[config.mk]
export PLATFORM = sky130hd
export DESIGN_NAME = dm_access_ctrl
export DESIGN_NICKNAME = d
export VERILOG_FILES = /design/src/rtl/dm_access_ctrl_pkg.sv /design/src/rtl/dm_lane_extract.sv /design/src/rtl/dm_access_ctrl.sv
export SDC_FILE = /design/constraint.sdc
export NUM_CORES = 1
export LEC_CHECK = 0
export BUFFER_PORTS_ARGS = -buffer_cell sky130_fd_sc_hd__buf_2
export CAP_MARGIN = 20
export CORE_MARGIN = 5
export CORE_UTILIZATION = 35
export CTS_CLUSTER_DIAMETER = 200
export DETAILED_ROUTE_END_ITERATION = 8
export PLACE_DENSITY = 0.62
export SLEW_MARGIN = 20
export SYNTH_ARGS = -nofsm -noshare
export SYNTH_HDL_FRONTEND = slang
export SYNTH_SLANG_ARGS = --single-unit
[constraint.sdc]
create_clock -name clk -period 1.45 [get_ports clk]
set_input_delay 0.0725 -clock clk [delete_from_list [all_inputs] [get_ports clk]]
set_output_delay 0.0725 -clock clk [all_outputs]
set_load 0.05 [all_outputs]
[src/rtl/dm_access_ctrl_pkg.sv]
// Shared memory-access constants and lane helpers for the data-memory
// access controller.
package dm_access_ctrl_pkg;

    localparam logic [1:0] memWidth1 = 2'd0;
    localparam logic [1:0] memWidth2 = 2'd1;
    localparam logic [1:0] memWidth4 = 2'd2;

    localparam logic [1:0] EXC_NONE  = 2'd0;
    localparam logic [1:0] EXC_ADEL  = 2'd1;
    localparam logic [1:0] EXC_ADES  = 2'd2;
    localparam logic [1:0] EXC_BUSTO = 2'd3;

    function automatic logic misaligned(
        input logic [1:0] w,
        input logic [1:0] a
    );
        logic m;
        unique case (1'b1)
            w == memWidth1: m = 1'b0;
            w == memWidth2: m = a[0];
            default:        m = |a;
        endcase
        return m;
    endfunction

    function automatic logic [3:0] byte_en(
        input logic [1:0] w,
        input logic [1:0] a
    );
        logic [3:0] be;
        unique case (1'b1)
            w == memWidth1: be = 4'b0001 << a;
            w == memWidth2: be = a[1] ? 4'b1100 : 4'b0011;
            default:        be = 4'b1111;
        endcase
        return be;
    endfunction

    function automatic logic [31:0] lane_wdata(
        input logic [1:0]  w,
        input logic [1:0]  a,
        input logic [31:0] d
    );
        logic [31:0] o;
        unique case (1'b1)
            w == memWidth1: o = {24'd0, d[7:0]} << {a, 3'b000};
            w == memWidth2: o = a[1] ? {d[15:0], 16'd0}
                                     : {16'd0, d[15:0]};
            default:        o = d;
        endcase
        return o;
    endfunction

endpackage

[src/rtl/dm_lane_extract.sv]
// Picks the addressed byte/half lane out of a bus read word and
// sign- or zero-extends it to 32 bits.
module dm_lane_extract
    import dm_access_ctrl_pkg::*;
(
    input  logic [31:0] rdata,
    input  logic [1:0]  addr,
    input  logic [1:0]  width,
    input  logic        signext,
    output logic [31:0] data
);

    logic [15:0] half;
    logic [7:0]  byt;

    assign half = addr[1] ? rdata[31:16] : rdata[15:0];

    always_comb begin
        byt = rdata[7:0];
        unique case (addr)
            2'd0: byt = rdata[7:0];
            2'd1: byt = rdata[15:8];
            2'd2: byt = rdata[23:16];
            2'd3: byt = rdata[31:24];
        endcase
    end

    always_comb begin
        data = rdata;
        unique case (1'b1)
            width == memWidth1:
                data = {{24{signext & byt[7]}}, byt};
            width == memWidth2:
                data = {{16{signext & half[15]}}, half};
            default:
                data = rdata;
        endcase
    end

endmodule

[src/rtl/dm_access_ctrl.sv]
// MEM-stage sequencer for a single-ported handshaked data-memory bus:
// alignment check, lane steering, load extraction and bus timeout.
module dm_access_ctrl
    import dm_access_ctrl_pkg::*;
#(
    parameter int unsigned TIMEOUT_CYCLES = 255
) (
    input  logic        clk,
    input  logic        reset,
    input  logic        req_valid,
    input  logic        req_write,
    input  logic [1:0]  req_width,
    input  logic        req_signext,
    input  logic [31:0] req_addr,
    input  logic [31:0] req_wdata,
    output logic        req_ready,
    output logic        resp_valid,
    output logic [31:0] resp_rdata,
    output logic        exception,
    output logic [1:0]  exc_cause,
    output logic [31:0] exc_addr,
    output logic        bus_req,
    output logic        bus_we,
    output logic [31:0] bus_addr,
    output logic [3:0]  bus_be,
    output logic [31:0] bus_wdata,
    input  logic        bus_ack,
    input  logic [31:0] bus_rdata
);

    typedef enum logic {IDLE, BUS} state_t;

    localparam int CW = (TIMEOUT_CYCLES > 1) ? $clog2(TIMEOUT_CYCLES) : 1;
    localparam bit TEN = (TIMEOUT_CYCLES != 0);
    localparam logic [CW-1:0] TLAST =
        CW'(TEN ? TIMEOUT_CYCLES - 1 : 0);

    state_t        state, state_n;
    logic [CW-1:0] cnt;
    logic [31:0]   addr_q;
    logic [1:0]    width_q;
    logic          write_q;
    logic          signext_q;
    logic [3:0]    be_q;
    logic [31:0]   wd_q;
    logic [31:0]   ext;

    logic        accept, mis, ack, tmo, fault;
    logic        resp_valid_n, exception_n;
    logic [31:0] resp_rdata_n, exc_addr_n;
    logic [1:0]  exc_cause_n;

    assign req_ready = (state == IDLE);
    assign accept    = req_valid & req_ready;
    assign mis       = misaligned(req_width, req_addr[1:0]);
    assign fault     = accept & mis;
    assign ack       = (state == BUS) & bus_ack;
    // ack takes priority over an expiring counter in the same cycle
    assign tmo       = TEN & (state == BUS) & ~bus_ack & (cnt == TLAST);

    dm_lane_extract u_extract (
        .rdata   (bus_rdata),
        .addr    (addr_q[1:0]),
        .width   (width_q),
        .signext (signext_q),
        .data    (ext)
    );

    always_ff @(posedge clk) begin
        if (reset) state <= IDLE;
        else       state <= state_n;
    end

    always_comb begin
        state_n = state;
        unique case (state)
            IDLE: if (accept && !mis)     state_n = BUS;
            BUS:  if (bus_ack || tmo)     state_n = IDLE;
        endcase
    end

    always_comb begin
        resp_valid_n = ack;
        resp_rdata_n = (ack && !write_q) ? ext : 32'd0;
        exception_n  = fault | tmo;
        exc_cause_n  = EXC_NONE;
        exc_addr_n   = 32'd0;
        if (fault) begin
            exc_cause_n = req_write ? EXC_ADES : EXC_ADEL;
            exc_addr_n  = req_addr;
        end else if (tmo) begin
            exc_cause_n = EXC_BUSTO;
            exc_addr_n  = addr_q;
        end
    end

    always_ff @(posedge clk) begin
        if (reset) begin
            cnt        <= '0;
            addr_q     <= 32'd0;
            width_q    <= memWidth1;
            write_q    <= 1'b0;
            signext_q  <= 1'b0;
            be_q       <= 4'd0;
            wd_q       <= 32'd0;
            resp_valid <= 1'b0;
            resp_rdata <= 32'd0;
            exception  <= 1'b0;
            exc_cause  <= EXC_NONE;
            exc_addr   <= 32'd0;
        end else begin
            resp_valid <= resp_valid_n;
            resp_rdata <= resp_rdata_n;
            exception  <= exception_n;
            exc_cause  <= exc_cause_n;
            exc_addr   <= exc_addr_n;
            if (TEN && state == BUS) cnt <= cnt + 1'b1;
            else                     cnt <= '0;
            if (accept && !mis) begin
                addr_q    <= req_addr;
                width_q   <= req_width;
                write_q   <= req_write;
                signext_q <= req_signext;
                be_q      <= byte_en(req_width, req_addr[1:0]);
                wd_q      <= req_write
                           ? lane_wdata(req_width, req_addr[1:0], req_wdata)
                           : 32'd0;
            end
        end
    end

    // bus fields are held from captured registers, quiet outside BUS
    assign bus_req   = (state == BUS);
    assign bus_we    = bus_req & write_q;
    assign bus_addr  = bus_req ? {addr_q[31:2], 2'b00} : 32'd0;
    assign bus_be    = bus_req ? be_q : 4'd0;
    assign bus_wdata = bus_req ? wd_q : 32'd0;

endmodule
# Word level (Yosys, flattened, before mapping)
# Index checks and enable logic that the tools add are counted.
# word_totals
out_inout_bits	139
in_bits	104
register_bits	149
elab_cells	65
# op_classes
muxes	20
shifts	2
addsub	1
n_reduce_logical	11
bitwise_logic	12
eq_ne	6
# ops
cell	n
32-bit 2-to-1 mux	6
32-bit one-hot mux with 2 select lines	2
8-bit one-hot mux with 4 select lines	1
8-bit by 5-bit << shifter with 32-bit output	1
16-bit 2-to-1 mux	1
8-bit by 1-bit adder with 8-bit output (second input constant)	1
1-bit bitwise AND	8
8-bit == test (second input constant)	1
4-bit 2-to-1 mux	2
4-bit one-hot mux with 2 select lines	1
2-bit by 1-bit == test with 1-bit output (second input constant)	3
2-bit logical NOT	3
2-bit 2-to-1 mux	3
2-bit OR reduction	3
2-bit == test (second input constant)	2
1-bit one-hot mux with 2 select lines	2
1-bit by 2-bit << shifter with 4-bit output (first input constant)	1
1-bit inverter	3
1-bit logical AND	2
1-bit logical NOT	2
1-bit 2-to-1 mux	2
1-bit logical OR	1
1-bit OR	1

# Logic depth before layout (Yosys ltp)
# Gate-level depths: netlist of the first run.
# logic_depth
ltp_word	6
depth_mapped	7
mapped_depth_nobuf	6

# Cells and area by module
# A second synthesis of the first run with hierarchy kept.
# unflattened
hier_cells	849
area_unflattened_um2	7592.3
# by_module_without_submodules
module	cells_per_inst	seq_area_each_um2	area_each_um2	instances
dm_access_ctrl	716	2982.9	6568.8	1
dm_lane_extract	133	0.0	1023.5	1

# Least setup slack after synthesis of the first run
# No wires, ideal clock.
# synth_path
path_kind	register to register
from	register state, in the netlist bus_req
to	register exc_addr[1]
t_required_ns	1.385
synth_period_minus_slack_ns	2.031
arrival_ns	1.966
setup_time_ns	0.065
n_path_buf	2
path_stages_with_launch	7
slack_ns	-0.581
path_cell_list	dfxtp_1 > buf_2 > inv_1 > nor4_4 > buf_2 > a22oi_1 > nor2_1
# synth_between
elab_chain_len	4
elab_cells_between_ends	7
cone_classes	2 x mux; 5 x bitwise
# synth_rtl
item	line	source
from (decl)	dm_access_ctrl.sv:38	state_t state, state_n;
from (signal assigned)	dm_access_ctrl.sv:71	else state <= state_n;
1-bit inverter	dm_access_ctrl.sv:53	assign req_ready = (state == IDLE);
named net req_ready	dm_access_ctrl.sv:16	output logic req_ready,
1-bit bitwise AND	dm_access_ctrl.sv:54	assign accept = req_valid & req_ready;
1-bit bitwise AND	dm_access_ctrl.sv:56	assign fault = accept & mis;
32-bit 2-to-1 mux	dm_access_ctrl.sv:88	if (fault) begin
to (signal assigned)	dm_access_ctrl.sv:116	exc_addr <= exc_addr_n;
to (decl)	dm_access_ctrl.sv:21	output logic [31:0] exc_addr,
# The timed path passes the listed nets, and every way through them passes these cells.
# A chain may end at the register's enable or synchronous reset.

# Worst setup path after layout of the first run
# layout_path
from	register state, in the netlist bus_req
to	register exc_addr[4]
# layout_between
elab_chain_len	4
elab_cells_between_ends	7
cone_classes	2 x mux; 5 x bitwise
# layout_rtl
item	line
1-bit bitwise AND / 1-bit inverter (equally long branches)	dm_access_ctrl.sv:59, dm_access_ctrl.sv:53
1-bit bitwise AND, on equally long branches	dm_access_ctrl.sv:59, dm_access_ctrl.sv:54
32-bit 2-to-1 mux / 1-bit bitwise AND (equally long branches)	dm_access_ctrl.sv:91, dm_access_ctrl.sv:56
32-bit 2-to-1 mux *	dm_access_ctrl.sv:88
# Every way passes the cells marked *; elsewhere a longest branch is shown, timed or not.

==> flow_summary.json, run 1 <==
{
  "path_class": "reg -> reg",
  "vias": 6782,
  "rsz0062_at_grt": "yes",
  "fmax_mhz": 667,
  "crit_fanout": 17,
  "worstPathRequired_ps": 1800,
  "fillCellCount": 1549,
  "final_cells": 1340,
  "synth-seq-cells": 149,
  "power_density_mw_per_mm2": 998,
  "start_util_pct": 35.4,
  "wl_met3_um": 1770,
  "yosys_warnings": 0,
  "gp_congestion": 0.817,
  "grt_pass1_wl_um": 33700,
  "status": "complete, but fails checks",
  "root_buffer": "clkbuf_16",
  "hold_viol_final": 0,
  "p_seq_share_pct": 41.2,
  "grt_pass1_vias": 6678,
  "ir_drop_mv": 0.768,
  "syn_area_mm2": 0.00633,
  "wl_per_cell_um": 17.4,
  "multiInputGateArea_mm2": 0.00324,
  "violations": "setup timing",
  "die_y_um": 145,
  "area_growth_pct": 64.9,
  "timing.final.max_slew_violations": 0,
  "synth.distinct_cells": 51,
  "setup_viol": 57,
  "global_route.overflow_total": 0,
  "cts_buffers": 17,
  "die-area_mm2": 0.0209,
  "layout-drive-gt1-share_pct": 38.1,
  "dr_wl_met2_um": 11100,
  "synthMostInstantiatedCell": "dfxtp_1",
  "seq_area_mm2": 0.00299,
  "track_usage_pct": 20.3,
  "pre_cts_slack_ps": -114,
  "drtIter0Drc": 389,
  "highest_layer": "met4",
  "drc": 0,
  "min_period_ps": 1500,
  "synth_enable_flop_cells": 0,
  "end_kind": "register",
  "numClockSinks": 149,
  "core_area_mm2": 0.0179,
  "m1WireLength_um": 9650,
  "clk_pin_slew_ps": 60,
  "die_w_um": 145,
  "hpwl_um": 14500,
  "startpoint_type": "register",
  "grt_max_degree": 76,
  "p_sw_share_pct": 26.8,
  "dp_cells": 1204,
  "slew_headroom_pct": 46.0,
  "wl_um": 23300,
  "antenna_found_initial": 1,
  "netlist_top_cells_area": "dfxtp_1 47%, and2_1 6.7%, nand2_1 6.7%",
  "ant_nets": 0,
  "ios": 243,
  "p_clk_share_pct": 42.2,
  "portBuffers": 240,
  "power.leakage_uw": 0.00456,
  "critPathArrivalTime_ps": 1850,
  "p_switching_uw": 2790,
  "period_share_pct": 103,
  "first_pass_iters": 5,
  "internal_power_uw": 7630,
  "avgSynthCellArea_um2": 8.44,
  "htreeDepth": 4,
  "yosys.area.top_type": "dfxtp_1",
  "clk_path_buf_depth": 2,
  "worstMarginPinSlew_ps": 810,
  "hold_class": "in -> reg",
  "insertion_delay_ps": 420,
  "final.setup.worst_slack_ps": -48.7,
  "cts_tree": "built",
  "synthArstFlopShare_pct": 0,
  "synth-seq-area-share_pct": 47.1,
  "row_count": 49,
  "synthFlopType": "dfxtp_1",
  "vias_per_cell": 5.06,
  "cap_violations": 0,
  "pwr-share-comb_pct": 16.6,
  "finClkSkew_ps": 11.3,
  "netlist_top_cells_count": "149 x dfxtp_1, 113 x nand2_1, 77 x a21oi_1",
  "synth_top_area_share_pct": 47.1,
  "syn_inst": 750,
  "nets": 1203
}
[cells in the final DEF (no fill, tap or decap), types with 4 or more instances in the layout]
cell	instances
a21o_1	7
a21oi_1	75
a22o_1	18
a22oi_1	40
a2bb2oi_1	6
a31o_2	8
a31oi_1	9
and2_1	10
and2_2	18
and2_4	40
buf_12	10
buf_2	172
buf_4	66
buf_6	7
buf_8	41
clkbuf_16	25
dfxtp_1	147
dlygate4sd3_1	85
inv_1	8
nand2_1	113
nand2b_1	4
nor2_1	74
nor2b_1	10
nor3b_1	8
o21ai_0	13
o21ai_1	8
o221ai_1	8
o22ai_1	7
o2bb2ai_1	8
[cell families after synthesis]
kind of cell / synth area share, %
AND/OR/NAND/NOR: 22.4
AO/OA/AOI/OAI: 23.8
flip-flops: 47.1
buffers and inverters: 5.18
XOR/XNOR: 0.553
multiplexers: 0.494
adder cells (fa/ha/maj): 0.395
other: 0.0592
[power by group through the flow]
stage	Clock [µW]	Combinational (µW)	Sequential, µW
3_3_place_gp	0	1310	4380
2_1_floorplan	0	701	4490
3_5_place_dp	0	1320	4380
4_1_cts	4470	1570	4290
5_1_grt	4650	1850	4310
6_report	4400	1730	4300
[per-layer routing]
layer | global-route usage [%] | up-vias
li1 | - | 3298
met1 | 25.2 | 3157
met2 | 32.9 | 271
met3 | 5.42 | 56
met4 | 9.52 | 0
met5 | 0 | -
[area by class of cell]
class / count / area share, %
sequential: 149 / 28.6
multi-input combinational: 531 / 31.0
inverter: 9 / 0.359
clock inverter: 11 / 1.20
antenna: 1 / 0.0240
tap: 229 / 2.74
timing repair buffer: 389 / 31.6
clock buffer: 21 / 4.42
[critical path, cell delays in order, from the launching register on]
cell	delay [ps]
dfxtp_4	380
buf_4	140
clkinvlp_4	90
nor4_4	280
buf_6	170
clkbuf_16	200
a22oi_1	70
nor2_1	100
[final timing paths]
kind,from,end,slack (ps),depth (start not counted)
worst max register to register,bus_req,exc_addr[4],-50,7
worst min register to register,wd_q[20],wd_q[20],460,1
worst max-delay path,bus_req,exc_addr[4],-50,7
worst min-delay path,req_wdata[9],wd_q[9],8,4
[state kept, by name (all words and copies together) (netlist names)]
name	count
be_q	4
exc_addr	32
exc_cause	2
signext_q	1
exception	1
resp_rdata	32
write_q	1
width_q	2
resp_valid	1
addr_q	32
bus_req	1
wd_q	32
cnt	8
[repair_timing]
| action | CTS | global route |
|---|---|---|
| hold buffers | 85 | 0 |
| cloned | 1 | 9 |
| hold endpoints to repair | 116 | 0 |
| setup endpoints to repair | 94 | 173 |
| gates resized for setup | 125 | 94 |
| buffers inserted | 1 | 7 |
| pin swaps | 2 | 9 |
[stage by stage]
| step | area (µm²) | hold slack (ps) | utilization, % | power (µW) | setup TNS, ps |
|---|---|---|---|---|---|
| 2_1_floorplan | 6420 | 208 | - | 5200 | -9200 |
| 3_3_place_gp | 8010 | 322 | 44.8 | 5690 | -960 |
| 3_5_place_dp | 8010 | 330 | 44.8 | 5700 | -1690 |
| 4_1_cts | 9880 | 2.73 | 55.2 | 10300 | -1990 |
| 5_1_grt | 10400 | 16.4 | 58.3 | 10800 | -7270 |
| 6_report | 10400 | 8.27 | 58.3 | 10400 | -935 |
(Power assumes the default switching activity.)
==> run 2: changes to the inputs <==
Settings changed: SKIP_LAST_GASP set to 1.
==> run 2 against run 1 <==
Largest cell class unchanged. Critical endpoint is now bus_addr[16]. Worst setup slack worse by 7.2 ps. Highest routed layer unchanged. The run still ends with setup timing left. Sequential cell count stayed put. Utilization is 0.070 points lower.
==> flow_summary.json, run 2 (synthesis results as in run 1) <==
{
  "mostFrequentLayoutCells": "173 x buf_2, 147 x dfxtp_1, 113 x nand2_1, 85 x dlygate4sd3_1, 75 x a21oi_1",
  "p_sw_share_pct": 26.8,
  "hold_class": "in -> reg",
  "clk_pin_slew_ps": 60,
  "start_util_pct": 35.4,
  "cts_tree": "built",
  "path_cells": "buf_12 > clkbuf_16 > and2_1 > buf_6",
  "core_area_mm2": 0.0179,
  "fmax_mhz": 664,
  "slew_headroom_pct": 47.2,
  "hpwl_um": 14500,
  "m1WireLength_um": 9730,
  "global_route.overflow_total": 0,
  "ant_nets": 0,
  "nets": 1207,
  "grt_pass1_vias": 6721,
  "power.leakage_uw": 0.00454,
  "vias_per_cell": 5.10,
  "gp_congestion": 0.817,
  "hold_viol_final": 0,
  "violations": "setup timing",
  "wl_um": 23400,
  "die_w_um": 145,
  "p_switching_uw": 2790,
  "min_period_ps": 1510,
  "ir_drop_mv": 0.769,
  "die-area_mm2": 0.0209,
  "highest_layer": "met4",
  "htreeDepth": 4,
  "worstMarginPinSlew_ps": 792,
  "design_area_mm2": 0.0104,
  "row_count": 49,
  "internal_power_uw": 7620,
  "p_seq_share_pct": 41.3,
  "layout-drive-gt1-share_pct": 38.0,
  "end_kind": "output pin",
  "slowest_delay_ps": 390,
  "cap_violations": 0,
  "wl_per_cell_um": 17.4,
  "p_clk_share_pct": 42.2,
  "status": "complete, but fails checks",
  "first_pass_iters": 5,
  "timing.final.max_slew_violations": 0,
  "antenna_found_initial": 1,
  "fillCellCount": 1558,
  "portBuffers": 240,
  "insertion_delay_ps": 420,
  "wl_met3_um": 1770,
  "worstPathRequired_ps": 1380,
  "numClockSinks": 149,
  "drtIter0Drc": 388,
  "crit_fanout": 10,
  "setup_viol": 66,
  "pwr-share-comb_pct": 16.5,
  "path_class": "reg -> out",
  "final_common_cell": "buf_2",
  "period_share_pct": 104,
  "track_usage_pct": 20.3,
  "die_y_um": 145,
  "grt_max_degree": 76,
  "dpl_cell_area_mm2": 0.00801,
  "root_buffer": "clkbuf_16",
  "area_growth_pct": 64.7,
  "grt_pass1_wl_um": 33700,
  "fin_util_pct": 58.3,
  "vias": 6852,
  "pre_cts_slack_ps": -114,
  "rsz0062_at_grt": "yes",
  "cts_buffers": 17,
  "drc": 0,
  "final.setup.worst_slack_ps": -55.8,
  "dr_wl_met2_um": 11200,
  "slowest_stage": "dfxtp_4",
  "critPathArrivalTime_ps": 1430,
  "finClkSkew_ps": 12.5,
  "power_density_mw_per_mm2": 998,
  "ios": 243,
  "clk_path_buf_depth": 2,
  "startpoint_type": "register"
}
## run 2: layer usage
metal | track usage (%) | up-vias
met5 | 0 | -
met4 | 9.43 | 0
met3 | 5.42 | 56
met2 | 33.0 | 292
met1 | 25.2 | 3199
li1 | - | 3305
## run 2: timing repair
action / in CTS / in global routing
hold buffers: 85 / 0
hold endpoints to repair: 116 / 0
resized for setup: 116 / 82
setup endpoints to repair: 94 / 173
gates cloned: 1 / 12
setup buffers: 1 / 8
pin swaps: 1 / 8
## run 2: area by class of cell
cell class	instances	area (µm²)	area share, %
clock inverters	11	125	1.20
clock buffers	21	462	4.43
multi-input cells	531	3260	31.3
inverters	9	37.5	0.360
diodes	1	2.50	0.0240
flip-flops and latches	149	2990	28.6
well taps	229	287	2.75
repair buffers	393	3270	31.3
## run 2: power groups by stage
| stage | clock, µW | sequential (µW) | combinational [µW] |
|---|---|---|---|
| global placement | 0 | 4380 | 1310 |
| detailed placement | 0 | 4380 | 1320 |
| CTS | 4470 | 4290 | 1560 |
| finish | 4400 | 4300 | 1710 |
| global route | 4650 | 4310 | 1840 |
| floorplan | 0 | 4490 | 701 |
## run 2: worst paths after layout
check	from	endpoint	slack [ps]	depth (start not counted)
worst max-delay path	bus_req	bus_addr[16]	-60	4
worst min-delay path	req_wdata[9]	wd_q[9]	5	4
worst max register to register	bus_req	exc_addr[22]	-40	7
worst min register to register	wd_q[20]	wd_q[20]	460	1
## run 2: worst max-delay path: cells and delay by family (launching register included)
kind / cells / cell delay, ps
buffers and inverters: 3 / 470
DFF: 1 / 390
and+or+nand+nor: 1 / 150
## run 2: through the flow
stage | total power (µW) | setup TNS [ps] | hold slack [ps] | std cells
after floorplan | 5200 | -9200 | 208 | 751
after global placement | 5690 | -960 | 322 | 1204
after detailed placement | 5700 | -1690 | 330 | 1204
after CTS | 10300 | -2120 | 2.73 | 1323
after global routing | 10800 | -7820 | 16.4 | 1344
final | 10400 | -1340 | 4.93 | 1344
==> run 3: changes to the inputs <==
Settings changed: BUFFER_PORTS_ARGS -buffer_cell sky130_fd_sc_hd__buf_2 to not set, DONT_BUFFER_PORTS set to 1, PLACE_DENSITY 0.62 to 0.5.
==> run 3 against run 2 <==
The run ends with hold timing, setup timing left. Clock power shrank 7.3%. Routed wire length shrank 1.2%. Combinational power shrank 25%. Die area is the same. Non-clock buffer count shrank 214. Design area shrank 9.4%. Power shrank 5.9%. Sequential cell count is the same. Fmax shrank 3.0%. Final cell count shrank 16%. Count of clock-buffer cells in the layout shrank 3. Global-route usage grew 0.22 points. Largest cell class is now multi-input combinational cells.
==> flow_summary.json, run 3 (synthesis results as in run 1) <==
{
  "status": "complete, but fails checks",
  "violations": "hold timing, setup timing",
  "grt_max_degree": 88,
  "start_util_pct": 35.4,
  "gp_congestion": 0.840,
  "insertion_delay_ps": 420,
  "numClockSinks": 149,
  "dp_cells": 1007,
  "timing.hold.ws_ps": -258,
  "path_class": "reg -> reg",
  "vias": 6187,
  "nets": 994,
  "grtUsageMet3_pct": 7.04,
  "clk_path_buf_depth": 2,
  "gr-max-usage-layer": "met2",
  "diodes": 0,
  "final_common_cell": "dfxtp_1",
  "drc": 0,
  "portBuffers": 0,
  "use_met2_pct": 33.3,
  "track_usage_pct": 20.5,
  "layout-drive-gt1-share_pct": 22.3,
  "grt_pass1_wl_um": 33600,
  "rsz0062_at_grt": "yes",
  "hpwl_um": 14600,
  "cts_tree": "built",
  "die-area_mm2": 0.0209,
  "end_kind": "register",
  "antenna_found_initial": 0,
  "worstReg2RegStart": "bus_req",
  "fmax_mhz": 644,
  "clk_pin_slew_ps": 70,
  "core_area_mm2": 0.0179,
  "grt_pass1_vias": 6088,
  "crit_fanout": 8,
  "ir_drop_mv": 0.740,
  "wl_um": 23200,
  "slew_headroom_pct": 39.3,
  "critPathArrivalTime_ps": 1900,
  "die_w_um": 145,
  "setup_viol": 86,
  "design_area_mm2": 0.00945,
  "root_buffer": "clkbuf_16",
  "fin_util_pct": 52.8,
  "hold_class": "in -> reg",
  "r2r_slack_ps": -100,
  "die_y_um": 145,
  "final.setup.worst_slack_ps": -102,
  "hold_viol_final": 90,
  "use_met1_pct": 25.3,
  "ant_nets": 0,
  "drtIter0Drc": 404,
  "timing.final.max_slew_violations": 0,
  "period_share_pct": 107,
  "global_route.overflow_total": 0,
  "power_density_mw_per_mm2": 1040,
  "row_count": 49,
  "power.leakage_uw": 0.00358,
  "worstPathRequired_ps": 1800,
  "cts_buffers": 17,
  "pre_cts_slack_ps": -221,
  "whs_path_depth": 1,
  "hp-start": "reset",
  "r2r-end": "exc_addr[14]",
  "htreeDepth": 4,
  "ff2ff_path_depth": 7,
  "first_pass_iters": 5,
  "finClkSkew_ps": 7.26,
  "dpl_cell_area_mm2": 0.00773,
  "cap_violations": 0,
  "vias_per_cell": 5.48,
  "min_period_ps": 1550,
  "startpoint_type": "register",
  "final_cells": 1130,
  "whs_endpoint": "bus_req",
  "ios": 243,
  "wl_per_cell_um": 20.5,
  "mostFrequentLayoutCells": "147 x dfxtp_1, 112 x nand2_1, 76 x dlygate4sd3_1, 71 x nor2_1, 68 x a21oi_1",
  "worstMarginPinSlew_ps": 911,
  "area_growth_pct": 49.2
}
-- run 3: stage by stage --
stage                     TNS (ps)  total power (µW)  hold WS [ps]
after floorplan              -9200              5200           208
after global placement       -4070              5450           160
after detailed placement     -7150              5470           156
after CTS                    -4570              9770          -300
after global routing        -10740             10200          -291
final                        -3430              9790          -258
-- run 3: how the worst max path moves through the flow --
stage / start / endpoint / slack, ps / cells after the start
after detailed placement: bus_req / wd_q[28] / -220 / 4
final: bus_req / exc_addr[14] / -100 / 7
after global placement: bus_req / wd_q[29] / -170 / 4
after CTS: bus_req / exception / -80 / 6
after global routing: bus_req / exc_addr[14] / -190 / 7
after floorplan: bus_req / exc_addr[1] / -280 / 6
-- run 3: what timing repair did --
| item | CTS | global route |
|---|---|---|
| hold buffers | 71 | 6 |
| cloned | 1 | 5 |
| resized for setup | 17 | 43 |
| endpoints found under the setup margin | 149 | 172 |
| pin swaps | 1 | 13 |
| buffers inserted | 0 | 9 |
| hold endpoints to repair | 141 | 99 |
-- run 3: where the power goes --
part	switching [µW]	internal, µW	leakage, µW	total (µW)
Sequential	213	4220	0.00121	4440
Clock	1840	2250	0.000267	4080
Combinational	681	595	0.00210	1280
-- run 3: area by class of cell --
| cell class | count | area, µm² |
|---|---|---|
| Sequential cell | 149 | 2990 |
| Multi-Input combinational cell | 532 | 3250 |
| Inverter | 9 | 37.5 |
| Clock inverter | 14 | 103 |
| Clock buffer | 18 | 439 |
| Tap cell | 229 | 287 |
| Fill cell | 1605 | 8450 |
| Timing Repair Buffer | 179 | 2350 |
-- run 3: worst max-delay path, stage by stage (launching register included) --
cell	delay, ps
dfxtp_4	400
buf_6	120
clkinvlp_4	90
nor4_4	320
buf_4	200
buf_6	160
a22oi_1	80
nor2_1	100
-- run 3: metal layers --
layer  vias to the layer above  wire [µm]
li1                       2872          -
met1                      2968       9120
met2                       312      11200
met3                        35       2270
met4                         0        567
met5                         -          0
